===== src/rtl/i2c_seq_pkg.sv =====
// Shared types for the I2C config sequencer.
// State encoding, entry layout, width helpers.
package i2c_seq_pkg;

  localparam int ADDR_W  = 7;
  localparam int DATA_W  = 8;
  localparam int ENTRY_W = ADDR_W + DATA_W;

  typedef logic [ENTRY_W-1:0] entry_t;

  typedef enum logic [2:0] {
    S_IDLE  = 3'd0,
    S_LOAD  = 3'd1,
    S_REQ   = 3'd2,
    S_XFER  = 3'd3,
    S_NEXT  = 3'd4,
    S_ERROR = 3'd5
  } state_t;

  function automatic int idx_width(input int n);
    return (n > 1) ? $clog2(n) : 1;
  endfunction

  function automatic int cnt_width(input int t);
    return (t > 0) ? $clog2(t + 1) : 1;
  endfunction

endpackage


===== src/rtl/i2c_config_sequencer_if.sv =====
// Host request and I2C master bundle.
// master: sequencer side, slave: host/master side.
interface i2c_config_sequencer_if;
  import i2c_seq_pkg::*;

  logic              host_req;
  logic [ADDR_W-1:0] host_addr;
  logic [DATA_W-1:0] host_data;
  logic              host_ack;
  logic              i2c_start;
  logic [ADDR_W-1:0] i2c_addr;
  logic [DATA_W-1:0] i2c_data;
  logic              i2c_ready;

  modport master (
    input  host_req,
    input  host_addr,
    input  host_data,
    input  i2c_ready,
    output host_ack,
    output i2c_start,
    output i2c_addr,
    output i2c_data
  );

  modport slave (
    output host_req,
    output host_addr,
    output host_data,
    output i2c_ready,
    input  host_ack,
    input  i2c_start,
    input  i2c_addr,
    input  i2c_data
  );

endinterface


===== src/rtl/i2c_config_rom.sv =====
// Init table: index -> {addr[6:0], data[7:0]}.
// Out-of-range indices read as zero.
module i2c_config_rom
  import i2c_seq_pkg::*;
#(
  parameter int IW = 3
) (
  input  logic [IW-1:0] index,
  output entry_t        entry
);

  logic [31:0] idx;

  assign idx = 32'(index);

  // Table lookup
  always_comb begin
    entry = '0;
    case (idx)
      32'd0:   entry = {7'h1A, 8'h01};
      32'd1:   entry = {7'h1A, 8'h2F};
      32'd2:   entry = {7'h34, 8'h80};
      32'd3:   entry = {7'h34, 8'h15};
      32'd4:   entry = {7'h48, 8'hC3};
      32'd5:   entry = {7'h48, 8'h07};
      32'd6:   entry = {7'h6E, 8'h9A};
      32'd7:   entry = {7'h6E, 8'hF0};
      default: entry = '0;
    endcase
  end

endmodule


===== src/rtl/i2c_config_sequencer.sv =====
// Walks the config ROM into an I2C master at init,
// and services single host writes in between.
module i2c_config_sequencer
  import i2c_seq_pkg::*;
#(
  parameter int NUM_WORDS      = 8,
  parameter int ACCEPT_TIMEOUT = 4095,
  parameter int XFER_TIMEOUT   = 1048575,
  parameter bit AUTO_INIT      = 1'b1
) (
  input  logic                   ref_clk,
  input  logic                   reset,
  input  logic                   init_start,
  i2c_config_sequencer_if.master bus,
  output logic                   busy,
  output logic                   init_done,
  output logic                   error,
  output logic [2:0]             o_state
);

  localparam int IW = idx_width(NUM_WORDS);
  localparam int CW = cnt_width(XFER_TIMEOUT);

  localparam logic [IW-1:0] LAST_IDX =
    IW'(NUM_WORDS - 1);
  localparam logic [31:0] ACC_LIM =
    32'(ACCEPT_TIMEOUT);
  localparam logic [31:0] XFR_LIM =
    32'(XFER_TIMEOUT);

  state_t            state;
  state_t            state_nxt;
  logic [IW-1:0]     index;
  logic [IW-1:0]     index_nxt;
  logic [CW-1:0]     cnt;
  logic [CW-1:0]     cnt_nxt;
  logic [CW-1:0]     cnt_inc;
  logic              sync1;
  logic              sync2;
  logic              ready_s;
  logic              auto_pend;
  logic              auto_pend_nxt;
  logic              is_host;
  logic              is_host_nxt;
  logic              done_q;
  logic              done_nxt;
  logic              acc_to;
  logic              xfer_to;
  logic              load_en;
  logic [ADDR_W-1:0] addr_q;
  logic [DATA_W-1:0] data_q;
  entry_t            rom_entry;

  assign ready_s   = sync2;
  assign cnt_inc   = (&cnt) ? cnt : cnt + CW'(1);
  assign acc_to    = 32'(cnt) >= ACC_LIM;
  assign xfer_to   = 32'(cnt) >= XFR_LIM;
  assign load_en   = (state_nxt == S_LOAD) &&
                     (state != S_LOAD);
  assign o_state   = state;
  assign init_done = done_q;
  assign bus.i2c_addr = addr_q;
  assign bus.i2c_data = data_q;

  // ROM is addressed by the next index so the
  // entry is captured on the edge entering LOAD
  i2c_config_rom #(
    .IW (IW)
  ) u_rom (
    .index (index_nxt),
    .entry (rom_entry)
  );

  // Two-flop synchronizer for the master ready flag
  always_ff @(posedge ref_clk) begin
    if (reset) begin
      sync1 <= 1'b0;
      sync2 <= 1'b0;
    end else begin
      sync1 <= bus.i2c_ready;
      sync2 <= sync1;
    end
  end

  // FSM and bookkeeping registers
  always_ff @(posedge ref_clk) begin
    if (reset) begin
      state     <= S_IDLE;
      index     <= '0;
      cnt       <= '0;
      auto_pend <= AUTO_INIT;
      is_host   <= 1'b0;
      done_q    <= 1'b0;
    end else begin
      state     <= state_nxt;
      index     <= index_nxt;
      cnt       <= cnt_nxt;
      auto_pend <= auto_pend_nxt;
      is_host   <= is_host_nxt;
      done_q    <= done_nxt;
    end
  end

  // Transfer target, held from LOAD through XFER
  always_ff @(posedge ref_clk) begin
    if (reset) begin
      addr_q <= '0;
      data_q <= '0;
    end else if (load_en) begin
      if (is_host_nxt) begin
        addr_q <= bus.host_addr;
        data_q <= bus.host_data;
      end else begin
        addr_q <= rom_entry[ENTRY_W-1:DATA_W];
        data_q <= rom_entry[DATA_W-1:0];
      end
    end
  end

  // Next state and state-decoded outputs
  always_comb begin
    state_nxt     = state;
    index_nxt     = index;
    cnt_nxt       = cnt;
    auto_pend_nxt = auto_pend;
    is_host_nxt   = is_host;
    done_nxt      = done_q;
    busy          = 1'b0;
    error         = 1'b0;
    bus.i2c_start = 1'b0;
    bus.host_ack  = 1'b0;
    unique case (state)
      S_IDLE: begin
        if (init_start || auto_pend) begin
          state_nxt     = S_LOAD;
          index_nxt     = '0;
          done_nxt      = 1'b0;
          is_host_nxt   = 1'b0;
          auto_pend_nxt = 1'b0;
        end else if (bus.host_req) begin
          state_nxt   = S_LOAD;
          is_host_nxt = 1'b1;
        end
      end
      S_LOAD: begin
        busy    = 1'b1;
        cnt_nxt = '0;
        if (ready_s) begin
          state_nxt = S_REQ;
        end
      end
      S_REQ: begin
        busy          = 1'b1;
        bus.i2c_start = 1'b1;
        if (!ready_s) begin
          state_nxt = S_XFER;
          cnt_nxt   = '0;
        end else if (acc_to) begin
          state_nxt = S_ERROR;
        end else begin
          cnt_nxt = cnt_inc;
        end
      end
      S_XFER: begin
        busy = 1'b1;
        if (ready_s) begin
          state_nxt = S_NEXT;
        end else if (xfer_to) begin
          state_nxt = S_ERROR;
        end else begin
          cnt_nxt = cnt_inc;
        end
      end
      S_NEXT: begin
        busy = 1'b1;
        if (is_host) begin
          bus.host_ack = 1'b1;
          state_nxt    = S_IDLE;
        end else if (index == LAST_IDX) begin
          done_nxt  = 1'b1;
          state_nxt = S_IDLE;
        end else begin
          index_nxt = index + IW'(1);
          state_nxt = S_LOAD;
        end
      end
      S_ERROR: begin
        error = 1'b1;
        if (init_start) begin
          state_nxt   = S_LOAD;
          index_nxt   = '0;
          done_nxt    = 1'b0;
          is_host_nxt = 1'b0;
        end
      end
      default: begin
        state_nxt = S_IDLE;
      end
    endcase
  end

endmodule


===== src/flat_wrapper.sv =====
// flat-port wrapper written by rule: the top's interface ports become plain ports
module i2c_config_sequencer_flat import i2c_seq_pkg::*;
#(
  parameter int NUM_WORDS      = 8,
  parameter int ACCEPT_TIMEOUT = 4095,
  parameter int XFER_TIMEOUT   = 1048575,
  parameter bit AUTO_INIT      = 1'b1
)
  (ref_clk, reset, init_start, busy, init_done, error, o_state, bus_host_req, bus_host_addr, bus_host_data, bus_i2c_ready, bus_host_ack, bus_i2c_start, bus_i2c_addr, bus_i2c_data);
  i2c_config_sequencer_if bus_i ();
  input  logic ref_clk;
  input  logic reset;
  input  logic init_start;
  output logic busy;
  output logic init_done;
  output logic error;
  output logic [2:0] o_state;
  input wire logic [$bits(bus_i.host_req)-1:0] bus_host_req;
  input wire logic [$bits(bus_i.host_addr)-1:0] bus_host_addr;
  input wire logic [$bits(bus_i.host_data)-1:0] bus_host_data;
  input wire logic [$bits(bus_i.i2c_ready)-1:0] bus_i2c_ready;
  output wire logic [$bits(bus_i.host_ack)-1:0] bus_host_ack;
  output wire logic [$bits(bus_i.i2c_start)-1:0] bus_i2c_start;
  output wire logic [$bits(bus_i.i2c_addr)-1:0] bus_i2c_addr;
  output wire logic [$bits(bus_i.i2c_data)-1:0] bus_i2c_data;
  assign bus_i.host_req = bus_host_req;
  assign bus_i.host_addr = bus_host_addr;
  assign bus_i.host_data = bus_host_data;
  assign bus_i.i2c_ready = bus_i2c_ready;
  assign bus_host_ack = bus_i.host_ack;
  assign bus_i2c_start = bus_i.i2c_start;
  assign bus_i2c_addr = bus_i.i2c_addr;
  assign bus_i2c_data = bus_i.i2c_data;
  i2c_config_sequencer #(.NUM_WORDS(NUM_WORDS), .ACCEPT_TIMEOUT(ACCEPT_TIMEOUT), .XFER_TIMEOUT(XFER_TIMEOUT), .AUTO_INIT(AUTO_INIT)) u_core (.ref_clk(ref_clk), .reset(reset), .init_start(init_start), .bus(bus_i), .busy(busy), .init_done(init_done), .error(error), .o_state(o_state));
endmodule

===== config.mk =====
export PLATFORM = sky130hd
export DESIGN_NAME = i2c_config_sequencer_flat
export DESIGN_NICKNAME = d
export VERILOG_FILES = /design/src/rtl/i2c_seq_pkg.sv /design/src/rtl/i2c_config_sequencer_if.sv /design/src/rtl/i2c_config_rom.sv /design/src/rtl/i2c_config_sequencer.sv /design/src/flat_wrapper.sv
export SDC_FILE = /design/constraint.sdc
export NUM_CORES = 1
export LEC_CHECK = 0
export BUFFER_PORTS_ARGS = -buffer_cell sky130_fd_sc_hd__buf_2
export CORE_AREA = 2 2 84 86
export CTS_CLUSTER_SIZE = 40
export DETAILED_ROUTE_END_ITERATION = 10
export DIE_AREA = 0 0 86 88
export HOLD_SLACK_MARGIN = 0.06
export SETUP_SLACK_MARGIN = 0.3
export SYNTH_ARGS = -nofsm -noshare
export SYNTH_HDL_FRONTEND = slang
export SYNTH_SLANG_ARGS = --single-unit

===== constraint.sdc =====
create_clock -name ref_clk -period 2.45 [get_ports ref_clk]
set_input_delay 0.245 -clock ref_clk [delete_from_list [all_inputs] [get_ports ref_clk]]
set_output_delay 0.245 -clock ref_clk [all_outputs]
set_load 0.01 [all_outputs]

==> results.ini <==
[die]
die_area_um2=7570
ios=43
die_x_um=86
rows=30
initial_core_util_pct=38.8
core-area_um2=6640
die_h_um=88

[min_path]
hp-start=bus_i2c_ready
hp-class=input pin to flop
hold_depth=2

[layout]
area_growth_pct=27.3
diodes=0
layout.nets=399
stdcell_area_um2=3280
drive_above_1_share_pct=31.2
final_common_cell=buf_2
final_cell_mix=buf_2 (42), dfxtp_1 (41), nor2_1 (37)
nFillCells=639

[pwr]
p_int_w=0.00111
seqPwrFrac_pct=51.1
power.switching_w=0.000444
power_density_nw_per_um2=474
vdd_drop_max_mv=0.226
swShare_pct=28.5
p_leak_nw=1.34
finalPower_w=0.00156
pwr-share-clk_pct=33.0
comb_power_share_pct=15.9

[place]
gp_congestion=0.778
dp.final_hpwl_um=4640
io_buffers=42
dpl_cell_area_um2=2960

[logic_synthesis]
synthTopCellsByArea=dfxtp_1 (36%), nor2_1 (5.7%), xor2_1 (5.1%)
netlist_area_um2=2580
yosys_warnings=0
synth_edf_count=0
synth_ff_type=dfxtp_1
syn_nets=344
yosys.area.top_type=dfxtp_1
synthCells=316
yosysSeqAreaShare_pct=35.7
ys_types=58
synth.top_cell.area_share_pct=35.7
synth.avg_cell_area_um2=8.15
ys_seq_elements=46
postSynth.asyncResetShare_pct=0

[clock_tree]
cts.sinks=46
clk_latency_ns=0.31
cts-root-buf=clkbuf_8
cts_buffers=5
htreeDepth=2
clk_pin_slew_ns=0.10
clock_path_buffers=2
cts_tree=built

[detailed_routing]
vias=2485
first_pass_iters=4
drt-total-wl_um=6730
initialDrtViolationCount=147
wl_per_cell_um=14.9
drc_errors=0
vias_per_cell=5.50
antenna_left=0

[worst_setup_path]
critPathBufInv=2
required_ns=2.70
startpoint_type=flop
crit_fanout=6
cp.depth=9
critPathMaxStageDelay_ns=0.43
worstSetupPathType=flop to flop
crit_start=u_core.o_state[0]$_SDFF_PP0_
worstSetupEndpointType=flop
slowest_stage=or4_1
critPathTopFamily=simple AND/OR/NAND/NOR gates
regToRegStartpoint=u_core.o_state[0]$_SDFF_PP0_
worstPathCellList=buf_6, nor3b_4, nand3b_1, o211ai_1, buf_4, ha_2, a211oi_1, or4_1, a21oi_2
r2r_cells=9
arrival_ns=2.39

[sta]
min_period_ns=2.14
max_slew_margin_pct=70.9
setup_viol=0
slew_violations=0
hold_viol_final=0
worst_slew_pin_slew_ns=0.434
max_freq_mhz=467
skew_ns=0.00912
fin_crit_sh_pct=87.4
fin_setup_tns_ns=0
grt_setup_unrepaired=true

[grt]
grtUsageTotal_pct=17.8
antenna_found_initial=0
grt_overflow=0
grt_pass1_wl_um=10700
grt_max_degree=26
grt_pass1_vias=2232

[run]
drv_cap=0

[status]
status=completed

[power by group through the flow]
stage	Combinational, W	Clock, W	Sequential [W]
2_1_floorplan	0.000144	0	0.000815
3_3_place_gp	0.000221	0	0.000816
3_5_place_dp	0.000221	0	0.000815
4_1_cts	0.000233	0.000528	0.000795
5_1_grt	0.000268	0.000553	0.000798
6_report	0.000247	0.000514	0.000795
[worst reg2reg max path, delay by kind of cell, from the launching register on]
family / cells / cell delay [ns]
compound gates: 3 / 0.35
buf+inv: 2 / 0.33
flops: 1 / 0.37
simple gates: 3 / 0.83
fa+ha+maj: 1 / 0.20
[worst paths after layout]
kind                                              end  slack, ns
setup / recovery  u_core.bus.i2c_data[7]$_SDFFE_PP0P_       0.31
hold reg to reg             u_core.ready_s$_SDFF_PP0_       0.46
hold / removal                u_core.sync1$_SDFF_PP0_       0.18
setup reg to reg  u_core.bus.i2c_data[7]$_SDFFE_PP0P_       0.31
[cell usage after synthesis (2+ instances only)]
master	count
a211o_1	3
and3_1	11
nand3b_1	3
nand3_1	13
a2111o_1	2
a311oi_1	5
nor4_1	2
nor2b_1	6
and4_1	2
buf_2	10
clkbuf_1	8
xnor2_1	3
and2_1	7
nand4_1	10
nand2_1	23
nor2_2	2
nor2_1	39
ha_1	8
xor2_1	15
a211oi_1	6
or3_1	2
a31oi_1	2
nor3_1	6
o21ai_1	2
nand4b_1	3
a21o_1	2
a21oi_1	20
dfxtp_1	46
inv_1	7
mux2i_1	5
o21ai_0	9
o211ai_1	3
nand2b_1	4
o21bai_1	2
nor4b_1	2
[routing by layer]
layer / track usage, % / vias to the layer above / part of all wire (%)
met4: 6.35 / 0 / 1.5
met5: 0 / - / 0
met1: 23.8 / 1158 / 47
met2: 28.0 / 70 / 46
met3: 4.15 / 7 / 5.1
li1: - / 1250 / -
[state kept, by name (all words and copies together), names as in the netlist]
name,cells
u_core.bus.i2c_data,8
u_core.index,3
u_core.sync1,1
u_core.auto_pend,1
u_core.init_done,1
u_core.bus.i2c_addr,7
u_core.is_host,1
u_core.o_state,3
u_core.cnt,20
u_core.ready_s,1
[cell type report]
type | count | area (µm²) | share of cell area, %
Tap cell | 80 | 100 | 3.05
Sequential cell | 46 | 935 | 28.5
Clock buffer | 6 | 82.6 | 2.52
Inverter | 8 | 30.0 | 0.916
Timing Repair Buffer | 69 | 432 | 13.2
Multi-Input combinational cell | 241 | 1680 | 51.4
Clock inverter | 2 | 16.3 | 0.496
[kinds of logic (layout without fill, tap and decap cells)]
kind of cell / after synthesis / after routing / share of synthesized area, %
and+or+nand+nor: 139 / 139 / 28.1
AOI/OAI and AO/OA: 71 / 71 / 19.3
DFF: 46 / 46 / 35.7
buffers and inverters: 29 / 85 / 4.91
xor gates and xnor gates: 18 / 18 / 6.12
adders and majority gates: 8 / 8 / 3.89
muxes: 5 / 5 / 1.94
[per-stage QoR]
step | setup slack (ns) | cells | util [%] | hold slack [ns]
floorplan | 0.267 | 316 | - | 0.373
detailed placement | 0.143 | 434 | 44.6 | 0.434
CTS | 0.310 | 448 | 47.4 | 0.184
global placement | 0.164 | 434 | 44.6 | 0.418
global route | 0.194 | 452 | 49.4 | 0.198
finish | 0.309 | 452 | 49.4 | 0.179
[timing repair]
item | in CTS | in global routing
setup endpoints to repair | 14 | 17
pin swaps | 6 | 13
setup buffers | 6 | 4
gates resized for setup | 16 | 24
hold buffers | 0 | 0
endpoints found under the hold margin | 0 | 0
Power figures use the tool's default switching activity.
